$ cat src/rtl/pipeline_swap_sequencer.sv
// Sequences reconfiguration of the inactive DSP pipeline: reset, load window, commit,
// regfile sync, enable, crossfade swap on a sample boundary, then retirement of the old pipeline.
module pipeline_swap_sequencer #(
  parameter int RESET_PULSE_CYCLES = 4,
  parameter int TIMEOUT_CYCLES     = 65535,
  parameter int TIMEOUT_WIDTH      = 16
) (
  input  logic       i_clk,
  input  logic       i_reset,
  input  logic       i_start,
  input  logic       i_abort,
  input  logic       i_load_done,
  input  logic       i_sample_boundary,
  input  logic       i_current_pipeline,
  input  logic       i_pipelines_swapping,
  input  logic [1:0] i_pipeline_resetting,
  input  logic [1:0] i_regfiles_syncing,
  output logic [1:0] o_pipeline_reset,
  output logic [1:0] o_pipeline_full_reset,
  output logic [1:0] o_pipeline_enables,
  output logic [1:0] o_reg_writes_commit,
  output logic       o_swap_pipelines,
  output logic       o_load_grant,
  output logic       o_target,
  output logic       o_busy,
  output logic       o_done,
  output logic       o_error
);

  typedef enum logic [2:0] {
    S_IDLE    = 3'd0,
    S_RESET   = 3'd1,
    S_RSTWAIT = 3'd2,
    S_LOAD    = 3'd3,
    S_SYNC    = 3'd4,
    S_ARM     = 3'd5,
    S_SWAP    = 3'd6,
    S_ABORT   = 3'd7
  } state_t;

  localparam logic [TIMEOUT_WIDTH-1:0] RST_LAST = TIMEOUT_WIDTH'(RESET_PULSE_CYCLES - 1);
  localparam logic [TIMEOUT_WIDTH-1:0] TO_LAST  = TIMEOUT_WIDTH'(TIMEOUT_CYCLES - 1);
  localparam logic [TIMEOUT_WIDTH-1:0] CNT_ZERO = {TIMEOUT_WIDTH{1'b0}};

  state_t                   r_state, w_state_next;
  logic [TIMEOUT_WIDTH-1:0] r_cnt;
  logic                     r_seen_swap, w_seen_swap_next;
  logic [1:0]               r_pipeline_reset, w_pipeline_reset_next;
  logic [1:0]               r_full_reset, w_full_reset_next;
  logic [1:0]               r_enables, w_enables_next;
  logic [1:0]               r_commit, w_commit_next;
  logic                     r_swap, w_swap_next;
  logic                     r_grant, w_grant_next;
  logic                     r_target, w_target_next;
  logic                     r_busy, w_busy_next;
  logic                     r_done, w_done_next;
  logic                     r_error, w_error_next;

  logic       w_timeout, w_blind, w_in_wait, w_abort_req;
  logic [1:0] w_tgt_mask, w_new_mask;

  assign w_timeout   = (r_cnt == TO_LAST);
  assign w_blind     = (r_cnt == CNT_ZERO);
  assign w_in_wait   = (r_state == S_RSTWAIT) || (r_state == S_LOAD) ||
                       (r_state == S_SYNC) || (r_state == S_ARM);
  // Abort and wait-state timeout both take priority over any forward progress.
  assign w_abort_req = ((w_in_wait || (r_state == S_RESET)) && i_abort) ||
                       (w_in_wait && w_timeout);
  assign w_tgt_mask  = r_target ? 2'b10 : 2'b01;
  assign w_new_mask  = i_current_pipeline ? 2'b01 : 2'b10;

  // Next-state and next-output logic
  always_comb begin
    w_state_next          = r_state;
    w_seen_swap_next      = r_seen_swap;
    w_pipeline_reset_next = 2'b00;
    w_full_reset_next     = 2'b00;
    w_commit_next         = 2'b00;
    w_swap_next           = 1'b0;
    w_done_next           = 1'b0;
    w_enables_next        = r_enables;
    w_grant_next          = r_grant;
    w_target_next         = r_target;
    w_busy_next           = r_busy;
    w_error_next          = r_error;
    if (w_abort_req) begin
      w_state_next          = S_ABORT;
      w_pipeline_reset_next = w_tgt_mask;
      w_enables_next        = r_enables & ~w_tgt_mask;
      w_grant_next          = 1'b0;
      w_error_next          = 1'b1;
      w_busy_next           = 1'b0;
    end else begin
      case (r_state)
        S_IDLE: begin
          if (i_start) begin
            w_state_next          = S_RESET;
            w_target_next         = ~i_current_pipeline;
            w_error_next          = 1'b0;
            w_busy_next           = 1'b1;
            w_pipeline_reset_next = w_new_mask;
            w_full_reset_next     = w_new_mask;
            w_enables_next        = r_enables & ~w_new_mask;
          end else begin
            w_state_next = S_IDLE;
          end
        end
        S_RESET: begin
          if (r_cnt == RST_LAST) begin
            w_state_next = S_RSTWAIT;
          end else begin
            w_pipeline_reset_next = w_tgt_mask;
            w_full_reset_next     = w_tgt_mask;
          end
        end
        S_RSTWAIT: begin
          if (!w_blind && ((i_pipeline_resetting & w_tgt_mask) == 2'b00)) begin
            w_state_next = S_LOAD;
            w_grant_next = 1'b1;
          end else begin
            w_state_next = S_RSTWAIT;
          end
        end
        S_LOAD: begin
          if (i_load_done) begin
            w_state_next  = S_SYNC;
            w_grant_next  = 1'b0;
            w_commit_next = w_tgt_mask;
          end else begin
            w_state_next = S_LOAD;
          end
        end
        S_SYNC: begin
          if (!w_blind && ((i_regfiles_syncing & w_tgt_mask) == 2'b00)) begin
            w_state_next   = S_ARM;
            w_enables_next = r_enables | w_tgt_mask;
          end else begin
            w_state_next = S_SYNC;
          end
        end
        S_ARM: begin
          if (i_sample_boundary) begin
            w_state_next     = S_SWAP;
            w_swap_next      = 1'b1;
            w_seen_swap_next = 1'b0;
          end else begin
            w_state_next = S_ARM;
          end
        end
        S_SWAP: begin
          // Completion needs the crossfade to have started and finished on the new pipeline.
          if (r_seen_swap && !i_pipelines_swapping && (i_current_pipeline == r_target)) begin
            w_state_next   = S_IDLE;
            w_enables_next = r_enables & w_tgt_mask;
            w_done_next    = 1'b1;
            w_busy_next    = 1'b0;
          end else if (w_timeout) begin
            w_state_next = S_IDLE;
            w_error_next = 1'b1;
            w_done_next  = 1'b1;
            w_busy_next  = 1'b0;
          end else if (i_pipelines_swapping) begin
            w_seen_swap_next = 1'b1;
          end else begin
            w_state_next = S_SWAP;
          end
        end
        S_ABORT: begin
          w_state_next = S_IDLE;
        end
        default: begin
          w_state_next = S_IDLE;
          w_busy_next  = 1'b0;
        end
      endcase
    end
  end

  // State, counter and registered outputs
  always_ff @(posedge i_clk or posedge i_reset) begin
    if (i_reset) begin
      r_state          <= S_IDLE;
      r_cnt            <= CNT_ZERO;
      r_seen_swap      <= 1'b0;
      r_pipeline_reset <= 2'b00;
      r_full_reset     <= 2'b00;
      r_enables        <= 2'b01;
      r_commit         <= 2'b00;
      r_swap           <= 1'b0;
      r_grant          <= 1'b0;
      r_target         <= 1'b0;
      r_busy           <= 1'b0;
      r_done           <= 1'b0;
      r_error          <= 1'b0;
    end else begin
      r_state          <= w_state_next;
      r_cnt            <= (w_state_next != r_state) ? CNT_ZERO : (r_cnt + 1'b1);
      r_seen_swap      <= w_seen_swap_next;
      r_pipeline_reset <= w_pipeline_reset_next;
      r_full_reset     <= w_full_reset_next;
      r_enables        <= w_enables_next;
      r_commit         <= w_commit_next;
      r_swap           <= w_swap_next;
      r_grant          <= w_grant_next;
      r_target         <= w_target_next;
      r_busy           <= w_busy_next;
      r_done           <= w_done_next;
      r_error          <= w_error_next;
    end
  end

  assign o_pipeline_reset      = r_pipeline_reset;
  assign o_pipeline_full_reset = r_full_reset;
  assign o_pipeline_enables    = r_enables;
  assign o_reg_writes_commit   = r_commit;
  assign o_swap_pipelines      = r_swap;
  assign o_load_grant          = r_grant;
  assign o_target              = r_target;
  assign o_busy                = r_busy;
  assign o_done                = r_done;
  assign o_error               = r_error;

endmodule
$ cat config.mk
export PLATFORM = sky130hd
export DESIGN_NAME = pipeline_swap_sequencer
export DESIGN_NICKNAME = d
export VERILOG_FILES = /design/src/rtl/pipeline_swap_sequencer.sv
export SDC_FILE = /design/constraint.sdc
export NUM_CORES = 1
export LEC_CHECK = 0
export CAP_MARGIN = 5
export CORE_UTILIZATION = 55
export DETAILED_ROUTE_END_ITERATION = 8
export MAX_ROUTING_LAYER = met4
export PLACE_DENSITY = 0.8
export SLEW_MARGIN = 20
export SYNTH_ARGS = -nofsm -noshare
export SYNTH_HDL_FRONTEND = slang
export SYNTH_SLANG_ARGS = --single-unit
$ cat constraint.sdc
create_clock -name i_clk -period 3.1 [get_ports i_clk]
set_input_delay 0.93 -clock i_clk [delete_from_list [all_inputs] [get_ports i_clk]]
set_output_delay 0.93 -clock i_clk [all_outputs]
set_load 0.05 [all_outputs]
# Yosys cells after proc, flatten, opt, wreduce, memory -nomap -nowiden
# Cells that the tools add are included.
[op_classes]
addsub = 1
div = 0
shift = 0
mul = 0
eq_ne = 23
n_reduce_logical = 27
order_cmp = 0
n_bitwise = 10
n_mux = 53
[op_table]
columns = ["op", "n"]
rows = [
  ["2-bit two-way mux", 14],
  ["1-bit two-way mux", 25],
  ["3-bit one-hot mux with 8 select lines", 1],
  ["3-bit two-way mux", 6],
  ["16-bit by 1-bit adder with 16-bit output (second input constant)", 1],
  ["16-bit == test (second input constant)", 1],
  ["16-bit by 2-bit == test with 1-bit output (second input constant)", 1],
  ["16-bit zero test", 1],
  ["16-bit two-way mux", 1],
  ["3-bit != test (second input constant)", 5],
  ["3-bit == test (second input constant)", 4],
  ["2-bit AND", 5],
  ["3-bit AND reduction", 3],
  ["2-bit != test (second input constant)", 4],
  ["1-bit one-hot mux with 2 select lines", 4],
  ["4-bit AND reduction", 2],
  ["3-bit by 2-bit == test with 1-bit output (second input constant)", 2],
  ["1-bit logical AND", 6],
  ["3-bit by 2-bit != test with 1-bit output (second input constant)", 2],
  ["2-bit one-hot mux with 3 select lines", 1],
  ["6-bit AND reduction", 1],
  ["3-bit nonzero test", 2],
  ["1-bit logical OR", 5],
  ["2-bit zero test", 2],
  ["other kinds (12)", 15],
]
[word_totals]
ramBits = 0
latch_bits = 0
input_bits = 12
mem_bits_ro = 0
out_inout_bits = 14
memories = 0
regBits = 34
elab_cells = 127

# Depth between registers and ports, before layout
[depth]
ltp_word = 10
mapped_depth = 10
ltp_nobuf = 8

# Least setup slack after synthesis
# Ideal clock, no wire load.
[synth_path]
path_kind = "register to register"
startpoint = "register r_state[1]"
endpoint = "register r_cnt[10]"
setup_ps = 80
path_slack_ps = 530
arrival_time_ps = 2490
synth_period_minus_slack_ps = 2570
path_stages_with_launch = 11
required_time_ps = 3020
path_buffers = 2
cell_sequence = "dfrtp_1 > buf_6 > inv_1 > ha_1 > or3_2 > or2b_2 > o21ai_0 > o22a_1 > o221ai_4 > buf_6 > nor3_2"
[synth_between]
elab_chain_len = 10
elab_cells_between_ends = 23
cone_classes = "eq/ne (8); mux (7); reduce/logical (8)"
[synth_lines]
columns = ["element", "line_no", "rtl"]
rows = [
  ["start, declared", "45", "state_t r_state, w_state_next;"],
  ["start signal, assigned", "196", "r_state <= w_state_next;"],
  ["branches (longest 8 deep; another with 3-bit one-hot mux with 8 select lines)", "-", ""],
  ["3-bit != test *", "197", "r_cnt <= (w_state_next != r_state) ? CNT_ZERO : (r_cnt + 1'b1);"],
  ["16-bit two-way mux *", "197", ""],
  ["end signal, assigned", "197", ""],
  ["end, declared", "46", "logic [TIMEOUT_WIDTH-1:0] r_cnt;"],
]
# Every way passes the cells marked *.
# A chain may end at the register's enable or synchronous reset.

# Worst setup path after layout
[layout_path]
startpoint = "input port i_current_pipeline"
endpoint = "register r_cnt[8]"
[layout_between]
elab_chain_len = 7
[layout_lines]
columns = ["element", "line_no", "rtl"]
rows = [
  ["start, declared", "14", "input logic i_current_pipeline,"],
  ["1-bit == test", "152", "if (r_seen_swap && !i_pipelines_swapping && (i_current_pipeline == r_target)) begin"],
  ["1-bit logical AND", "152", ""],
  ["3-bit two-way mux", "152", ""],
  ["3-bit one-hot mux with 8 select lines", "94", "case (r_state)"],
  ["3-bit two-way mux", "86", "if (w_abort_req) begin"],
  ["3-bit != test", "197", ""],
  ["16-bit two-way mux", "197", ""],
]
# No other way between the ends.

==> results.md <==
- Status: finished, final reports clean
- Vias: 1703
- Largest net degree at the start of global routing: 35
- Final setup viols: 0
- Peak Freq: 0.365 GHz
- Ratio of final minimum period to clock period: 0.884
- GPL Wtd Cong: 0.859
- First-pass GRT wire length: 7.78 mm
- Routed Antenna Nets: 0
- Post-DP HPWL: 3.14 mm
- Reg-to-reg endpoint: r_cnt[8]
- Cell count after synthesis: 211
- Yosys cell types: 55
- R2r worst-path depth: 9
- Routed length per instance: 15.4 um
- Starting Density: 0.571
- Hold depth: 1
- WL final: 4.48 mm
- EDFF count, synth: 0
- Clock tree sinks: 34
- Post-place setup slack: 0.0761 ns
- Yosys warnings: 0
- Fin Setup TNS: 0 ns
- Die Area: 0.00405 sq mm
- Asr flop ratio synth: 1.00
- Mean Syn Cell Area: 9.91 sq um
- Detailed Route Iter0 Violations: 103
- Cell area after synthesis: 0.00209 sq mm
- Initial antenna violation count: 0
- Die width: 63.7 um
- Die Y: 63.7 um
- TritonCTS Buffers: 5
- P_leak: 0.00103 uW
- Commonest non-fill, non-tap cell in the layout: dfrtp_1
- Grt ovf: 0
- Crit Path Max Fanout: 16
- Crit-path cells: clkdlybuf4s50_1 -> xnor2_1 -> a31o_2 -> o21ai_0 -> a21oi_2 -> mux2_4 -> nor3b_1
- Seq/Total Area, Yosys: 0.407
- Critical Path RT: 3.30 ns
- DR DRC count: 0
- Max H-tree Level: 2
- Fillers: 286
- Post-CTS Resized: 0
- R2r setup slk: 0.38 ns
- PD cells: 944 mW/mm^2
- Fin crit period: 2.74 ns
- Slack of the critical path: 0.359 ns
- Row count: 22
- CTS root buf: clkbuf_8
- HP Start: r_cnt[0]
- Clk buf depth: 2
- VDD IR max: 0.567 mV
- Predominant post-synthesis flop cell: dfrtp_1
- Share of layout cells above drive strength 1: 0.169
- Max stage delay on crit path: 0.50 ns
- # port buffers: 25
- Flops & latches, synth: 34
- Setup crit start kind: input port
- ANT cells: 0
- Number of global-route vias before repair: 1634
- Min-delay worst type: reg2reg
- Via-to-Cell Ratio: 5.87
- WHS Endpoint: r_cnt[0]
- Worst setup EP type: register
- Pin slew with the least headroom to its limit: 0.577 ns
- RSZ-0062 raised after global routing: false
- Hold_buf cts: 0
- Worst reg2reg path startpoint: r_state[2]
- Worst rel slew slack: 0.615
- Final hold vios: 0
- Clock transition at the registers of the reported paths: 0.07 ns
- Final Max Tran Viols: 0
- Core Region: 0.00366 sq mm
- Maxcap violations: 0
- Total nets after synthesis: 230
- TritonCTS clock tree: yes
- Clk_lat worst skew: 0.28 ns
- Finished Core Util: 0.689
- Commonest cells after routing, fill and taps aside: 33 x dfrtp_1, 25 x clkdlybuf4s50_1, 15 x nor2_1
- Nets@finish: 261
- Worst-case clock skew: 0.00553 ns
- Crit-path slowest cell: clkdlybuf4s50_1
- First-pass DRT Iterations: 4
- Arr. time, crit path: 2.94 ns
- Total GRT Usage: 0.258
- Setup bufs post-CTS: 0
- Crit Path Class: in2reg
- Area growth syn-to-layout: 20.6%
- I/O pin cnt: 26
## layout make-up
cell class / count / area (sq um) / area share
multi-input cells: 158 / 1140 / 0.452
inverters: 11 / 41.3 / 0.0164
repair buffers: 32 / 315 / 0.125
well taps: 48 / 60.1 / 0.0238
flip-flops and latches: 34 / 852 / 0.338
clock inverters: 1 / 30.0 / 0.0119
clock buffers: 6 / 82.6 / 0.0327
## state kept, by name, indices dropped and copies added (netlist names)
name / count
r_cnt: 16
r_state: 3
o_pipeline_enables: 2
o_pipeline_full_reset: 2
o_pipeline_reset: 2
o_reg_writes_commit: 2
o_busy: 1
o_done: 1
o_error: 1
o_load_grant: 1
o_swap_pipelines: 1
o_target: 1
r_seen_swap: 1
## how the worst max path moves through the flow
stage	from	slack, ns	end	cells past startpoint
after floorplan	r_state[1]	0.53	r_cnt[10]	10
after global placement	i_current_pipeline	0.17	r_cnt[2]	7
after detailed placement	i_current_pipeline	0.08	r_cnt[4]	7
after CTS	i_current_pipeline	0.37	r_cnt[4]	7
after global routing	i_current_pipeline	0.20	r_cnt[4]	7
final	i_current_pipeline	0.36	r_cnt[8]	7
## power breakdown
part	switching, uW	leakage (uW)	internal [uW]	total (uW)
clock	153	0.0000573	257	410
sequential	104	0.000453	520	624
combinational	831	0.000519	516	1350
## worst max-delay path: cells and delay by family
family                 cells  cell delay [ns]
AND/OR/NAND/NOR            1             0.21
XOR/XNOR                   1             0.33
buffers and inverters      1             0.50
multiplexers               1             0.43
AO/OA/AOI/OAI              3             0.54
## synth_stat cells (all sizes together) (2+ instances only)
cell type | n | area, sq um
clkbuf | 3 | 11.3
nor3 | 18 | 140
a221oi | 2 | 17.5
a31oi | 4 | 25.0
a22oi | 2 | 15.0
mux2i | 2 | 20.0
nor4 | 5 | 31.3
o22ai | 3 | 18.8
and3 | 4 | 25.0
nand3 | 9 | 45.0
xnor2 | 7 | 61.3
inv | 11 | 41.3
and4b | 2 | 20.0
nand2 | 14 | 52.6
nor3b | 7 | 57.6
nand4 | 6 | 58.8
xor2 | 8 | 70.1
nand3b | 2 | 15.0
o21ai | 9 | 48.8
dfrtp | 33 | 826
ha | 7 | 87.6
a21oi | 11 | 70.1
o31ai | 2 | 15.0
buf | 5 | 46.3
nor2 | 15 | 56.3
or3 | 2 | 13.8
## logic make-up (layout without fill, tap and decap cells)
logic type,count (synthesis),after routing,synth area share
fa+ha+maj,7,7,0.0419
simple gates,90,90,0.270
compound gates,43,43,0.154
xor+xnor,15,15,0.0628
flops,34,34,0.407
buf+inv,19,50,0.0472
mux,3,3,0.0167
## per-stage QoR
step           hold WS, ns  area [sq um]  total power [uW]  instances
6_report             0.520          2520              2380        290
5_1_grt              0.555          2520              2530        290
4_1_cts              0.521          2520              2390        290
3_5_place_dp         0.494          2410              1970        283
3_3_place_gp         0.491          2410              1940        283
2_1_floorplan        0.483          2090              1650        211
## layer usage
metal	track usage	wire (um)
met5	-	0
met2	0.404	2300
met3	0.0634	171
met4	0.0739	29
met1	0.331	1980
No activity file was read; power rests on OpenSTA's default activity.
